$ cat src/rtl/pc_pkg.sv
// Shared types and default constants for the program-counter generator.
// Holds the FSM state encoding, the next-PC select encoding and the redirect priority order.
package pc_pkg;

  typedef enum logic [1:0] {
    ST_IDLE   = 2'd0,
    ST_RUN    = 2'd1,
    ST_HALTED = 2'd2
  } pc_state_e;

  typedef enum logic [2:0] {
    SEL_HOLD   = 3'd0,
    SEL_SEQ    = 3'd1,
    SEL_BRANCH = 3'd2,
    SEL_JUMP   = 3'd3,
    SEL_RET    = 3'd4,
    SEL_EXC    = 3'd5
  } pc_sel_e;

  localparam int unsigned DEF_ADDR_W     = 32;
  localparam int unsigned DEF_INC        = 4;
  localparam int unsigned DEF_RESET_ADDR = 0;
  localparam int unsigned DEF_EXC_ADDR   = 32'h100;
  localparam int unsigned DEF_RAS_DEPTH  = 4;

  // Redirect priority: exception > return > jump > branch > sequential > hold.
  function automatic pc_sel_e pc_select(input logic exc, input logic ret, input logic jump,
                                        input logic branch, input logic seq);
    pc_sel_e sel;
    if (exc)         sel = SEL_EXC;
    else if (ret)    sel = SEL_RET;
    else if (jump)   sel = SEL_JUMP;
    else if (branch) sel = SEL_BRANCH;
    else if (seq)    sel = SEL_SEQ;
    else             sel = SEL_HOLD;
    return sel;
  endfunction

endpackage

$ cat src/rtl/pc_gen_if.sv
// Fetch-side and control-side signals of the PC generator, bundled as one interface.
// master is the PC generator; slave is the control unit / fetch port driving it.
interface pc_gen_if #(
  parameter int unsigned ADDR_W = 32
);
  logic              en;
  logic              halt;
  logic              stall;
  logic              fetch_ready;
  logic              fetch_valid;
  logic [ADDR_W-1:0] addr;
  logic              exc;
  logic              ret;
  logic              jump;
  logic [ADDR_W-1:0] jump_target;
  logic              call;
  logic              branch_taken;
  logic [ADDR_W-1:0] branch_target;
  logic              ras_full;
  logic              ras_empty;
  logic              ras_underflow;

  modport master (
    input  en, halt, stall, fetch_ready, exc, ret, jump, jump_target, call,
           branch_taken, branch_target,
    output fetch_valid, addr, ras_full, ras_empty, ras_underflow
  );

  modport slave (
    output en, halt, stall, fetch_ready, exc, ret, jump, jump_target, call,
           branch_taken, branch_target,
    input  fetch_valid, addr, ras_full, ras_empty, ras_underflow
  );
endinterface

$ cat src/rtl/pc_ras.sv
// Circular return-address stack: a push when full overwrites the oldest entry,
// a pop when empty leaves the stack untouched and raises a one-cycle underflow pulse.
module pc_ras
  import pc_pkg::*;
#(
  parameter int unsigned ADDR_W    = DEF_ADDR_W,
  parameter int unsigned RAS_DEPTH = DEF_RAS_DEPTH
) (
  input  logic              clk,
  input  logic              rst,
  input  logic              push_i,
  input  logic              pop_i,
  input  logic [ADDR_W-1:0] push_data_i,
  output logic [ADDR_W-1:0] pop_data_o,
  output logic              full_o,
  output logic              empty_o,
  output logic              underflow_o
);

  localparam int unsigned PTR_W = (RAS_DEPTH > 1) ? $clog2(RAS_DEPTH) : 1;
  localparam logic [PTR_W:0] DEPTH_CNT = (PTR_W + 1)'(RAS_DEPTH);

  logic [ADDR_W-1:0] mem_q [RAS_DEPTH];
  logic [PTR_W-1:0]  sp_q, sp_d, top_idx;
  logic [PTR_W:0]    cnt_q, cnt_d;
  logic              full_q, empty_q, underflow_q;

  // sp_q points at the next free slot; with a power-of-two depth it wraps for free.
  assign top_idx    = sp_q - PTR_W'(1);
  assign pop_data_o = mem_q[top_idx];

  always_comb begin
    sp_d  = sp_q;
    cnt_d = cnt_q;
    if (pop_i) begin
      if (cnt_q != '0) begin
        sp_d  = sp_q - PTR_W'(1);
        cnt_d = cnt_q - (PTR_W + 1)'(1);
      end
    end else if (push_i) begin
      sp_d = sp_q + PTR_W'(1);
      if (cnt_q != DEPTH_CNT) cnt_d = cnt_q + (PTR_W + 1)'(1);
    end
  end

  always_ff @(posedge clk) begin
    if (push_i && !pop_i) mem_q[sp_q] <= push_data_i;
  end

  always_ff @(posedge clk) begin
    if (rst) begin
      sp_q        <= '0;
      cnt_q       <= '0;
      full_q      <= 1'b0;
      empty_q     <= 1'b1;
      underflow_q <= 1'b0;
    end else begin
      sp_q        <= sp_d;
      cnt_q       <= cnt_d;
      full_q      <= (cnt_d == DEPTH_CNT);
      empty_q     <= (cnt_d == '0);
      underflow_q <= pop_i && (cnt_q == '0);
    end
  end

  assign full_o      = full_q;
  assign empty_o     = empty_q;
  assign underflow_o = underflow_q;

endmodule

$ cat src/rtl/pc_gen.sv
// Instruction-fetch program counter: IDLE/RUN/HALTED fetch FSM, prioritised next-PC mux
// and the PC register, with a return-address stack for call/return redirects.
module pc_gen
  import pc_pkg::*;
#(
  parameter int unsigned       ADDR_W     = DEF_ADDR_W,
  parameter logic [ADDR_W-1:0] INC        = ADDR_W'(DEF_INC),
  parameter logic [ADDR_W-1:0] RESET_ADDR = ADDR_W'(DEF_RESET_ADDR),
  parameter logic [ADDR_W-1:0] EXC_ADDR   = ADDR_W'(DEF_EXC_ADDR),
  parameter int unsigned       RAS_DEPTH  = DEF_RAS_DEPTH
) (
  input logic       clk,
  input logic       rst,
  pc_gen_if.master  bus
);

  pc_state_e         state_q;
  logic              fetch_valid_q;
  logic [ADDR_W-1:0] addr_q, addr_d;
  logic [ADDR_W-1:0] seq_addr;
  logic              advance;
  pc_sel_e           sel;
  logic              ras_push, ras_pop;
  logic [ADDR_W-1:0] ras_top;
  logic              ras_full, ras_empty, ras_underflow;

  assign seq_addr = addr_q + INC;

  // A fetch is consumed only when it was offered, accepted and not frozen.
  always_comb begin
    advance  = (state_q == ST_RUN) && fetch_valid_q && bus.fetch_ready && !bus.stall;
    sel      = pc_select(bus.exc, bus.ret, bus.jump, bus.branch_taken, advance);
    ras_pop  = (sel == SEL_RET);
    ras_push = (sel == SEL_JUMP) && bus.call;
  end

  always_comb begin
    addr_d = addr_q;
    case (sel)
      SEL_EXC:    addr_d = EXC_ADDR;
      SEL_RET:    addr_d = ras_empty ? RESET_ADDR : ras_top;
      SEL_JUMP:   addr_d = bus.jump_target;
      SEL_BRANCH: addr_d = bus.branch_target;
      SEL_SEQ:    addr_d = seq_addr;
      default:    addr_d = addr_q;
    endcase
  end

  pc_ras #(
    .ADDR_W    (ADDR_W),
    .RAS_DEPTH (RAS_DEPTH)
  ) u_ras (
    .clk         (clk),
    .rst         (rst),
    .push_i      (ras_push),
    .pop_i       (ras_pop),
    .push_data_i (seq_addr),
    .pop_data_o  (ras_top),
    .full_o      (ras_full),
    .empty_o     (ras_empty),
    .underflow_o (ras_underflow)
  );

  // Redirects update addr in every state; the FSM only gates fetch_valid and sequencing.
  always_ff @(posedge clk) begin
    if (rst) begin
      state_q       <= ST_IDLE;
      fetch_valid_q <= 1'b0;
      addr_q        <= RESET_ADDR;
    end else begin
      addr_q <= addr_d;
      case (state_q)
        ST_IDLE: begin
          if (bus.en) begin
            state_q       <= ST_RUN;
            fetch_valid_q <= !bus.stall;
          end else begin
            fetch_valid_q <= 1'b0;
          end
        end
        ST_RUN: begin
          if (bus.halt) begin
            state_q       <= ST_HALTED;
            fetch_valid_q <= 1'b0;
          end else begin
            fetch_valid_q <= !bus.stall;
          end
        end
        ST_HALTED: begin
          if (bus.en) begin
            state_q       <= ST_RUN;
            fetch_valid_q <= !bus.stall;
          end else begin
            fetch_valid_q <= 1'b0;
          end
        end
        default: begin
          state_q       <= ST_IDLE;
          fetch_valid_q <= 1'b0;
        end
      endcase
    end
  end

  assign bus.fetch_valid   = fetch_valid_q;
  assign bus.addr          = addr_q;
  assign bus.ras_full      = ras_full;
  assign bus.ras_empty     = ras_empty;
  assign bus.ras_underflow = ras_underflow;

endmodule

$ cat src/flat_wrapper.sv
// flat-port wrapper written by rule: the top's interface ports become plain ports
module pc_gen_flat import pc_pkg::*;
#(
  parameter int unsigned       ADDR_W     = DEF_ADDR_W,
  parameter logic [ADDR_W-1:0] INC        = ADDR_W'(DEF_INC),
  parameter logic [ADDR_W-1:0] RESET_ADDR = ADDR_W'(DEF_RESET_ADDR),
  parameter logic [ADDR_W-1:0] EXC_ADDR   = ADDR_W'(DEF_EXC_ADDR),
  parameter int unsigned       RAS_DEPTH  = DEF_RAS_DEPTH
)
  (clk, rst, bus_en, bus_halt, bus_stall, bus_fetch_ready, bus_exc, bus_ret, bus_jump, bus_jump_target, bus_call, bus_branch_taken, bus_branch_target, bus_fetch_valid, bus_addr, bus_ras_full, bus_ras_empty, bus_ras_underflow);
  pc_gen_if #(.ADDR_W(ADDR_W)) bus_i ();
  input logic clk;
  input logic rst;
  input wire logic [$bits(bus_i.en)-1:0] bus_en;
  input wire logic [$bits(bus_i.halt)-1:0] bus_halt;
  input wire logic [$bits(bus_i.stall)-1:0] bus_stall;
  input wire logic [$bits(bus_i.fetch_ready)-1:0] bus_fetch_ready;
  input wire logic [$bits(bus_i.exc)-1:0] bus_exc;
  input wire logic [$bits(bus_i.ret)-1:0] bus_ret;
  input wire logic [$bits(bus_i.jump)-1:0] bus_jump;
  input wire logic [$bits(bus_i.jump_target)-1:0] bus_jump_target;
  input wire logic [$bits(bus_i.call)-1:0] bus_call;
  input wire logic [$bits(bus_i.branch_taken)-1:0] bus_branch_taken;
  input wire logic [$bits(bus_i.branch_target)-1:0] bus_branch_target;
  output wire logic [$bits(bus_i.fetch_valid)-1:0] bus_fetch_valid;
  output wire logic [$bits(bus_i.addr)-1:0] bus_addr;
  output wire logic [$bits(bus_i.ras_full)-1:0] bus_ras_full;
  output wire logic [$bits(bus_i.ras_empty)-1:0] bus_ras_empty;
  output wire logic [$bits(bus_i.ras_underflow)-1:0] bus_ras_underflow;
  assign bus_i.en = bus_en;
  assign bus_i.halt = bus_halt;
  assign bus_i.stall = bus_stall;
  assign bus_i.fetch_ready = bus_fetch_ready;
  assign bus_i.exc = bus_exc;
  assign bus_i.ret = bus_ret;
  assign bus_i.jump = bus_jump;
  assign bus_i.jump_target = bus_jump_target;
  assign bus_i.call = bus_call;
  assign bus_i.branch_taken = bus_branch_taken;
  assign bus_i.branch_target = bus_branch_target;
  assign bus_fetch_valid = bus_i.fetch_valid;
  assign bus_addr = bus_i.addr;
  assign bus_ras_full = bus_i.ras_full;
  assign bus_ras_empty = bus_i.ras_empty;
  assign bus_ras_underflow = bus_i.ras_underflow;
  pc_gen #(.ADDR_W(ADDR_W), .INC(INC), .RESET_ADDR(RESET_ADDR), .EXC_ADDR(EXC_ADDR), .RAS_DEPTH(RAS_DEPTH)) u_core (.clk(clk), .rst(rst), .bus(bus_i));
endmodule
$ cat config.mk
export PLATFORM = sky130hd
export DESIGN_NAME = pc_gen_flat
export DESIGN_NICKNAME = d
export VERILOG_FILES = /design/src/rtl/pc_pkg.sv /design/src/rtl/pc_gen_if.sv /design/src/rtl/pc_ras.sv /design/src/rtl/pc_gen.sv /design/src/flat_wrapper.sv
export SDC_FILE = /design/constraint.sdc
export NUM_CORES = 1
export LEC_CHECK = 0
export CORE_MARGIN = 5
export CORE_UTILIZATION = 55
export DETAILED_ROUTE_END_ITERATION = 10
export GPL_TIMING_DRIVEN = 0
export PLACE_DENSITY = 0.8
export SYNTH_ARGS = -nofsm -noshare
export SYNTH_HDL_FRONTEND = slang
export SYNTH_HIERARCHICAL = 1
export SYNTH_SLANG_ARGS = --single-unit
$ cat constraint.sdc
create_clock -name clk -period 3.26 [get_ports clk]
set_clock_uncertainty 0.05 [all_clocks]
set_input_delay 0.815 -clock clk [delete_from_list [all_inputs] [get_ports clk]]
set_output_delay 0.815 -clock clk [all_outputs]
set_load 0.02 [all_outputs]
* Yosys cells after proc, flatten, opt, wreduce, memory -nomap -nowiden
Memories as Yosys holds them, arrays and structs flattened.
Index checks and enable logic that the tools add are counted.
** Word-level totals
- Memories :: 1
- Latch bits :: 0
- Input bits :: 75
- RAM bits :: 128
- ROM bits :: 0
- Register bits after elaboration :: 43
- Output and inout port bits :: 36
** Memory list
- u_core.u_ras.mem_q :: depth 4, bits a word 32, read ports 1, clocked after Yosys merged registers in 0, write ports 1, RTL line pc_ras.sv:23 : logic [ADDR_W-1:0] mem_q [RAS_DEPTH];
** Cells by class
- Reductions and logical operators :: 17
- Equality and inequality tests :: 12
- Mux-type cells :: 22
- Magnitude comparators :: 0
- Multipliers :: 0
- Bitwise logic cells :: 0
- Add/subtract/negate cells :: 5
- Shift operators :: 0
- Divide/modulo/power cells :: 0
** Operators with widths (number)
- 32-bit case mux with 5 select lines :: 1
- 32-bit by 3-bit adder with 32-bit output (second input constant) :: 1
- 32-bit 2-to-1 mux :: 1
- 3-bit 2-to-1 mux :: 8
- 2-bit 2-to-1 mux :: 5
- 3-bit equality test (second input constant) :: 3
- 3-bit by 2-bit equality test with 1-bit output (second input constant) :: 2
- 1-bit logical AND :: 6
- 3-bit logical NOT :: 2
- 1-bit 2-to-1 mux :: 5
- 5-bit nonzero test :: 1
- 2-bit by 1-bit != test with 1-bit output (second input constant) :: 2
- 2-bit case mux with 2 select lines :: 1
- 2-bit AND reduction :: 2
- 3-bit by 1-bit adder with 3-bit output (second input constant) :: 1
- 3-bit by 1-bit equality test with 1-bit output (second input constant) :: 1
- 3-bit != test (second input constant) :: 1
- 3-bit nonzero test :: 1
- 3-bit by 1-bit subtractor with 3-bit output (second input constant) :: 1
- 2-bit by 1-bit adder with 2-bit output (second input constant) :: 1
- 2-bit by 1-bit equality test with 1-bit output (second input constant) :: 1
- 2-bit equality test (second input constant) :: 1
- 1-bit logical NOT :: 2
- 2-bit logical NOT :: 1
- 5 further kinds :: 5

* Logic depth before layout (Yosys ltp)
Gate-level depths: netlist of the first run.
- Word-level depth :: 14
- Gate-level depth with buffers :: 11

* Modules after synthesis
Netlist of the first run, hierarchy kept.
** Modules (own cells, without submodules)
- pc_ras :: area an instance 5107.4 um^2, cells an instance 219, instances 1
- pc_gen :: area an instance 2715.1 um^2, cells an instance 354, instances 1

* Worst setup path after synthesis of the first run
OpenSTA, ideal clock, no wires.
- Path type :: input-to-reg
- Start point :: in bus_jump
- End point :: mem u_core.u_ras.mem_q[0][0] (enable)
- Buffers on the path :: 2
- Cell stages on the path :: 5
- Setup time :: 392 ps
- Data required time :: 2818 ps
- Setup slack :: 173 ps
- Arrival :: 2645 ps
- Cell sequence :: clkbuf_1 > buf_1 > and3_1 > nor2b_2 > and2_1
** On the way
- Cells in the longest elaborated chain, start to end :: 8
** RTL lines
- start: declaration :: RTL line flat_wrapper.sv:20 : input wire logic [$bits(bus_i.jump)-1:0] bus_jump;
- 3-bit 2-to-1 mux :: RTL line pc_pkg.sv:32 : else if (jump) sel = SEL_JUMP;
- 3-bit 2-to-1 mux :: RTL line pc_pkg.sv:31 : else if (ret) sel = SEL_RET;
- 3-bit 2-to-1 mux :: RTL line pc_pkg.sv:30 : if (exc) sel = SEL_EXC;
- 3-bit by 2-bit equality test with 1-bit output :: RTL line pc_gen.sv:34 : ras_push = (sel == SEL_JUMP) && bus.call;
- 1-bit logical AND :: RTL line pc_gen.sv:34
- net u_core.ras_push :: RTL line pc_gen.sv:23 : logic ras_push, ras_pop;
- 1-bit logical AND :: RTL line pc_ras.sv:47 : if (push_i && !pop_i) mem_q[sp_q] <= push_data_i;
- 1-bit 2-to-1 mux :: RTL line pc_ras.sv:47
- 1-bit 2-to-1 mux (implied by the code) :: RTL line pc_ras.sv:47
- end: declaration :: RTL line pc_ras.sv:23
The timed path passes the listed nets, and every way through them passes these cells.

* Worst setup path after layout of the first run
- Start point :: in bus_branch_taken
- End point :: reg u_core.addr_q[31], in the netlist u_core/bus.addr[31]
** On the way
- Cells in the longest elaborated chain, start to end :: 6
** RTL lines
- start: declaration :: RTL line flat_wrapper.sv:23 : input wire logic [$bits(bus_i.branch_taken)-1:0] bus_branch_taken;
- 3-bit 2-to-1 mux * :: RTL line pc_pkg.sv:33 : else if (branch) sel = SEL_BRANCH;
- 3-bit 2-to-1 mux * :: RTL line pc_pkg.sv:32
- 3-bit 2-to-1 mux * :: RTL line pc_pkg.sv:31
- 3-bit 2-to-1 mux * :: RTL line pc_pkg.sv:30
- 3-bit by 1-bit equality test with 1-bit output, or another cell as far along :: RTL line pc_gen.sv:39 : case (sel)
- 32-bit case mux with 5 select lines / 5-bit nonzero test (equally long branches)
- end signal: assignment :: RTL line pc_gen.sv:71 : addr_q <= addr_d;
- end: declaration :: RTL line pc_gen.sv:19 : logic [ADDR_W-1:0] addr_q, addr_d;
Every way passes the cells marked *; elsewhere a longest branch is shown, timed or not.
A chain may end at the register's enable or synchronous reset.

==> out/summary.txt, run 1 <==
outcome: complete, no violations
post-layout total power: 4.94 mW
number of remaining DRC errors: 0
core area: 13900 µm²
switching power: 1.13 mW
area grow syn2layout: 25.7%
Slew @ Worst Pin: 1.12 ns
root buffer cell: clkbuf_16
FF+latch area: 4700 µm²
part of the power in combinational logic: 0.118
Final GP Congestion: 0.937
final wirelength: 21300 µm
Worst R2R Setup Slack: 0.13 ns
most frequent cells in the layout: 128 x edfxtp_1, 109 x clkdlybuf4s50_1, 43 x dfxtp_1
# fillers: 925
Post-Synthesis Cell Area: 7820 µm²
CP Cell Sequence: clkdlybuf4s50_1 > nor4bb_2 > and2_1 > clkbuf_1 > nand2_1 > or4_1 > o211ai_1
vias in the first global route: 5863
r2r worst-path depth: 11
Clock power frac: 0.395
die area: 16700 µm²
Switching Fraction: 0.229
Worst Setup Start Kind: input port
largest delay contributor family on the critical path: simple AND/OR/NAND/NOR gates
Die Width: 129 µm
period utilization: 0.993
largest net degree at the start of global routing: 33
number of enable flip-flop cells after synthesis: 128
Worst Path Required: 3.55 ns
Initial Util: 0.561
fin. max-slew vios: 0
ant diodes: 0
Slew HR: 0.247
VDD IR max: 0.415 mV
Reg2Reg Capture Point: u_core/bus.addr[8]
Avg WL per Cell: 23.7 µm
1st-pass router iterations: 5
Reg power frac: 0.488
Synth cell types: 57
GR Util All Layers: 0.261
die height: 129 µm
multi-input logic area: 2910 µm²
Crit. Startpoint: bus_branch_taken
# IOs: 111
hold_buf cts: 0
number of buffers added on ports: 109
critical path type: in2reg
Worst-path clk slew: 0.06 ns
leading cell type in the layout, fill and taps excluded: edfxtp_1
Mapped Cells: 573
post-route minimum period: 3.24 ns
layout cell share with drive strength beyond 1: 0.147
worst-skew pair later-pin latency: 0.43 ns
RR Startpoint: u_core/u_ras/sp_q[0]
global route overflow: 0
CP Capture Point: u_core/bus.addr[31]
crit path max-delay cell type: clkdlybuf4s50_1
htree depth: 4
slowest cell delay on critical path: 0.58 ns
PwrDens: 502 nW/µm²
vias per cell: 6.38
# rows: 43
DRT iter0 DRCs: 711
CTS tree: yes
first-pass GRT wire length: 32400 µm
worst path arrival time: 3.53 ns
clk buf depth: 2
Setup violations, final: 0
ys async rst share: 0
Seq/Total Area, Yosys: 0.601
CTS buffer count: 17
Hold Fails Final Rpt: 0
syn_nets: 656
clock sinks: 171
pre-CTS setup slack: -0.560 ns
initial antenna violation count: 0
maximum clock frequency: 309 MHz
mean post-synth cell area: 13.7 µm²
hold crit path type: reg2reg
CP endpoint kind: register
DPL Wire Length: 14500 µm
Max FO, Critical Path: 10
via count: 5717
Max-cap violations: 0
WP buf/inv: 2
WP depth: 7
worst setup margin: 0.0228 ns
Yosys reg bits: 171
Pint: 3.81 mW
layout net count: 787
Final ANT Viol Nets: 0
synth warn: 6
ys flop type: edfxtp_1
hold_ws: 0.483 ns
static leakage: 3.21 nW
==> power by group through the flow <==
stage / combinational, mW / clock [mW] / sequential [mW]
final: 0.581 / 1.95 / 2.41
after global routing: 0.616 / 2.05 / 2.41
after CTS: 0.576 / 1.97 / 2.41
after detailed placement: 0.567 / 0 / 2.45
after global placement: 0.551 / 0 / 2.45
after floorplan: 0.305 / 0 / 2.46
==> Yosys cell counts, types with 2 or more instances <==
cell type  count  share of area
a22oi_1       16          0.015
nor4_2         2         0.0032
clkbuf_1      26          0.012
a21oi_1       21          0.013
a221oi_1       2         0.0022
or2_0          2         0.0016
buf_4          7         0.0067
edfxtp_1     128           0.49
and3_1         3         0.0024
nor4_1         2         0.0016
or4_1          3         0.0029
xnor2_1       28          0.031
nand3b_1       3         0.0029
nor2b_1        8         0.0064
xor2_1        26          0.029
ha_1           8          0.013
o21ai_0        3         0.0019
dfxtp_1       43           0.11
nor3_1        14         0.0090
inv_1         10         0.0048
mux2i_1        2         0.0026
or2_2          2         0.0016
buf_1          4         0.0019
nand2_1       27          0.013
buf_2          4         0.0026
and4_1         5         0.0056
mux4_2        33          0.095
a222oi_1      17          0.022
and2_1         9         0.0072
o22ai_1       21          0.017
nand2b_1       3         0.0024
nand3_1       18          0.012
a22o_1         2         0.0022
nor2_1        37          0.018
nand4_1       12         0.0096
==> what timing repair did <==
action / CTS / global route
gates resized for setup: 8 / 7
setup buffers: 0 / 0
gates cloned: 0 / 0
setup endpoints to repair: 75 / 60
==> metrics by stage <==
| step | TNS [ns] | cell area [µm²] | util | instances |
|---|---|---|---|---|
| 3_5_place_dp | -69.44 | 9230 | 0.662 | 866 |
| 5_1_grt | -0.0416 | 9830 | 0.706 | 896 |
| 6_report | 0 | 9830 | 0.706 | 896 |
| 4_1_cts | 0 | 9810 | 0.704 | 896 |
| 2_1_floorplan | 0 | 7820 | - | 573 |
| 3_3_place_gp | -188.82 | 9140 | 0.656 | 862 |
==> worst reg2reg max path: stages, from the launching register on <==
cell	delay, ns
dfxtp_1	0.37
buf_4	0.23
buf_6	0.22
inv_1	0.12
ha_1	0.30
clkbuf_2	0.26
buf_6	0.22
mux4_2	0.33
a221oi_1	0.36
o41ai_1	0.18
a41oi_1	0.25
nor3_1	0.09
==> flip-flops by register name, summed over array words and instances (netlist names) <==
name,cells
u_core/u_ras/mem_q,128
u_core/bus.addr,32
u_core/u_ras/cnt_q,3
u_core/state_q,2
u_core/u_ras/sp_q,2
u_core/bus.fetch_valid,1
u_core/u_ras/empty_o,1
u_core/u_ras/full_o,1
u_core/u_ras/underflow_o,1
==> final cells by class <==
class / count / share of cell area
tap: 180 / 0.0229
inverter: 10 / 0.00382
timing repair buffer: 113 / 0.119
clock buffer: 20 / 0.0454
buffer: 42 / 0.0223
clock inverter: 11 / 0.0123
sequential: 171 / 0.478
multi-input combinational: 349 / 0.296
==> how the worst min path moves through the flow <==
stage                       startpoint  cells past startpoint  slack, ns                        to
floorplan           u_core/bus.addr[0]                      2       0.43        u_core/bus.addr[0]
global placement    u_core/bus.addr[1]                      2       0.45        u_core/bus.addr[1]
detailed placement  u_core/bus.addr[1]                      2       0.48        u_core/bus.addr[1]
CTS                  u_core/state_q[1]                      1       0.48    u_core/bus.fetch_valid
global route        u_core/bus.addr[1]                      0       0.51  u_core/u_ras/mem_q[2][1]
finish              u_core/bus.addr[1]                      2       0.48        u_core/bus.addr[1]
==> kinds of logic after synthesis <==
group,count (synthesis),share of synthesized area
multiplexers,37,0.101
buffers and inverters,53,0.0305
flip-flops,171,0.601
AO/OA/AOI/OAI,91,0.0846
AND/OR/NAND/NOR,159,0.109
XOR/XNOR,54,0.0605
adder cells (fa/ha/maj),8,0.0128
==> metal layers <==
metal  wire length (µm)  global-route usage  part of all wire  vias to the layer above
met5                  0                   0                 0                        -
met4                568              0.0883             0.027                        0
met3               2120              0.0647              0.10                       50
met2              10300               0.434              0.48                      367
met1               8290               0.340              0.39                     2812
li1                   -                   -                 -                     2488
No activity file was read; power rests on OpenSTA's default activity.
==> inputs of run 2 (changes only) <==
--- a/config.mk
+++ b/config.mk
@@ -5,11 +5,11 @@
 export SDC_FILE = /design/constraint.sdc
 export NUM_CORES = 1
 export LEC_CHECK = 0
-export CORE_MARGIN = 5
 export CORE_UTILIZATION = 55
 export DETAILED_ROUTE_END_ITERATION = 10
 export GPL_TIMING_DRIVEN = 0
 export PLACE_DENSITY = 0.8
+export SLEW_MARGIN = 5
 export SYNTH_ARGS = -nofsm -noshare
 export SYNTH_HDL_FRONTEND = slang
 export SYNTH_HIERARCHICAL = 1
==> run 2 against run 1 <==
Via count up 0.37%. Worst hold slack hardly changed. Setup slack better by 0.11 ns. Maximum frequency grew 3.4%. First-iteration DRC count is 3.8% higher. Critical path type unchanged. Highest routed layer unchanged.
==> out/summary.txt, run 2 (synthesized netlist as in run 1, its figures left out) <==
period utilization: 0.960 (-0.0330)
static leakage: 3.24 nW (+0.74%)
VDD IR max: 0.359 mV (-14%)
initial antenna violation count: 0 (unchanged)
htree depth: 4 (unchanged)
DPL Wire Length: 14300 µm (-1.7%)
global route overflow: 0 (unchanged)
WP buf/inv: 2 (unchanged)
Setup violations, final: 0 (unchanged)
hold_ws: 0.483 ns (+0.000141 ns)
Worst Path Required: 3.56 ns (about the same)
Die Width: 121 µm (-6.2%)
crit path max-delay cell type: clkdlybuf4s50_1
# IOs: 111 (unchanged)
Hold Fails Final Rpt: 0 (unchanged)
hold crit path type: reg2reg
slowest cell delay on critical path: 0.57 ns (about the same)
layout net count: 787 (unchanged)
ant diodes: 0 (unchanged)
GR Util All Layers: 0.299 (+0.0378)
finished layout cell area: 9870 µm² (+0.39%)
final wirelength: 20700 µm (-2.6%)
register with the most flip-flops: u_core/u_ras/mem_q
via count: 5738 (+0.37%)
CTS buffer count: 17 (unchanged)
worst-skew pair later-pin latency: 0.43 ns (about the same)
Initial Util: 0.564 (+0.00218)
area grow syn2layout: 26.2%
number of remaining DRC errors: 0 (unchanged)
clk buf depth: 2 (unchanged)
number of buffers added on ports: 109 (unchanged)
Final ANT Viol Nets: 0 (unchanged)
most frequent cells in the layout: 128 x edfxtp_1, 108 x clkdlybuf4s50_1, 43 x dfxtp_1
leading cell type in the layout, fill and taps excluded: edfxtp_1
Worst Setup Start Kind: input port
worst path arrival time: 3.43 ns (-0.10 ns)
vias per cell: 6.40 (+0.26%)
CP Cell Sequence: clkdlybuf4s50_1 > nor4bb_2 > and2_1 > clkbuf_1 > nand2_1 > or4_1 > o211ai_1
clock sinks: 171 (unchanged)
maximum clock frequency: 320 MHz (+3.4%)
1st-pass router iterations: 5 (unchanged)
Fin Setup TNS: 0 ns (unchanged)
CTS tree: yes
Placement Cell Area: 9230 µm² (about the same)
largest net degree at the start of global routing: 24 (-27%)
fin. max-slew vios: 0 (unchanged)
PwrDens: 514 nW/µm² (+2.4%)
DRT iter0 DRCs: 738 (+3.8%)
core area: 13900 µm² (-0.39%)
Slew HR: 0.253 (+0.00603)
CP endpoint kind: register
die height: 121 µm (-6.2%)
Worst-path clk slew: 0.06 ns (about the same)
hold_buf cts: 0 (unchanged)
Post-CTS Setup Repair Bufs: 0 (unchanged)
Max-cap violations: 0 (unchanged)
post-route minimum period: 3.13 ns (-0.107 ns)
critical path type: in2reg
die area: 14700 µm² (-12%)
max reg flops: 128 (unchanged)
Slew @ Worst Pin: 1.11 ns (-0.00897 ns)
root buffer cell: clkbuf_16
largest delay contributor family on the critical path: simple AND/OR/NAND/NOR gates
outcome: complete, no violations
Final GP Congestion: 0.944 (+0.78%)
Avg WL per Cell: 23.1 µm (-2.8%)
# rows: 43 (unchanged)
first-pass GRT wire length: 31800 µm (-2.0%)
vias in the first global route: 5734 (-2.2%)
layout cell share with drive strength beyond 1: 0.146 (-0.000205)
Max FO, Critical Path: 10 (unchanged)
run 2: path summary, 6_finish.rpt:
kind,from,endpoint,slack (ns),cells past startpoint
worst max-delay path,bus_branch_taken,u_core/bus.addr[31],0.13,7
worst min-delay path,u_core/bus.addr[0],u_core/bus.addr[0],0.48,2
worst max register to register,u_core/u_ras/sp_q[0],u_core/bus.addr[8],0.18,11
worst min register to register,u_core/bus.addr[0],u_core/bus.addr[0],0.48,2
run 2: tightest hold or removal path: cells and delay by family (launching register included):
family | cells | cell delay, ns
compound gates | 1 | 0.06
flops | 1 | 0.36
simple gates | 1 | 0.07
run 2: area by class of cell:
class	instances	area, µm²
plain buffers	42	216
clock buffers	18	429
fillers	912	4010
flip-flops and latches	171	4700
repair buffers	113	1170
inverters	10	37.5
clock inverters	14	178
well taps	180	225
multi-input cells	349	2910
run 2: routing by layer:
layer,track usage,vias to the layer above,part of all wire
met2,0.488,384,0.48
met1,0.394,2809,0.39
li1,-,2500,-
met4,0.117,0,0.024
met3,0.0620,45,0.10
met5,0,-,0
run 2: where the power goes:
group	internal (mW)	switching, mW	total [mW]
clock	1.27	0.823	2.09
combinational	0.294	0.284	0.578
sequential	2.37	0.0377	2.41
run 2: what timing repair did:
item,CTS,global route
gates resized for setup,7,9
endpoints found under the setup margin,117,15
cloned,0,0
run 2: stage by stage:
| step | total power, mW | std cells | utilization | setup WS, ns |
|---|---|---|---|---|
| 2_1_floorplan | 2.77 | 573 | - | 0.173 |
| 3_3_place_gp | 3.00 | 862 | 0.658 | -1.34 |
| 6_report | 5.08 | 897 | 0.711 | 0.130 |
| 4_1_cts | 5.09 | 897 | 0.710 | 0.0495 |
| 3_5_place_dp | 3.02 | 866 | 0.665 | -0.531 |
| 5_1_grt | 5.22 | 897 | 0.711 | -0.00624 |
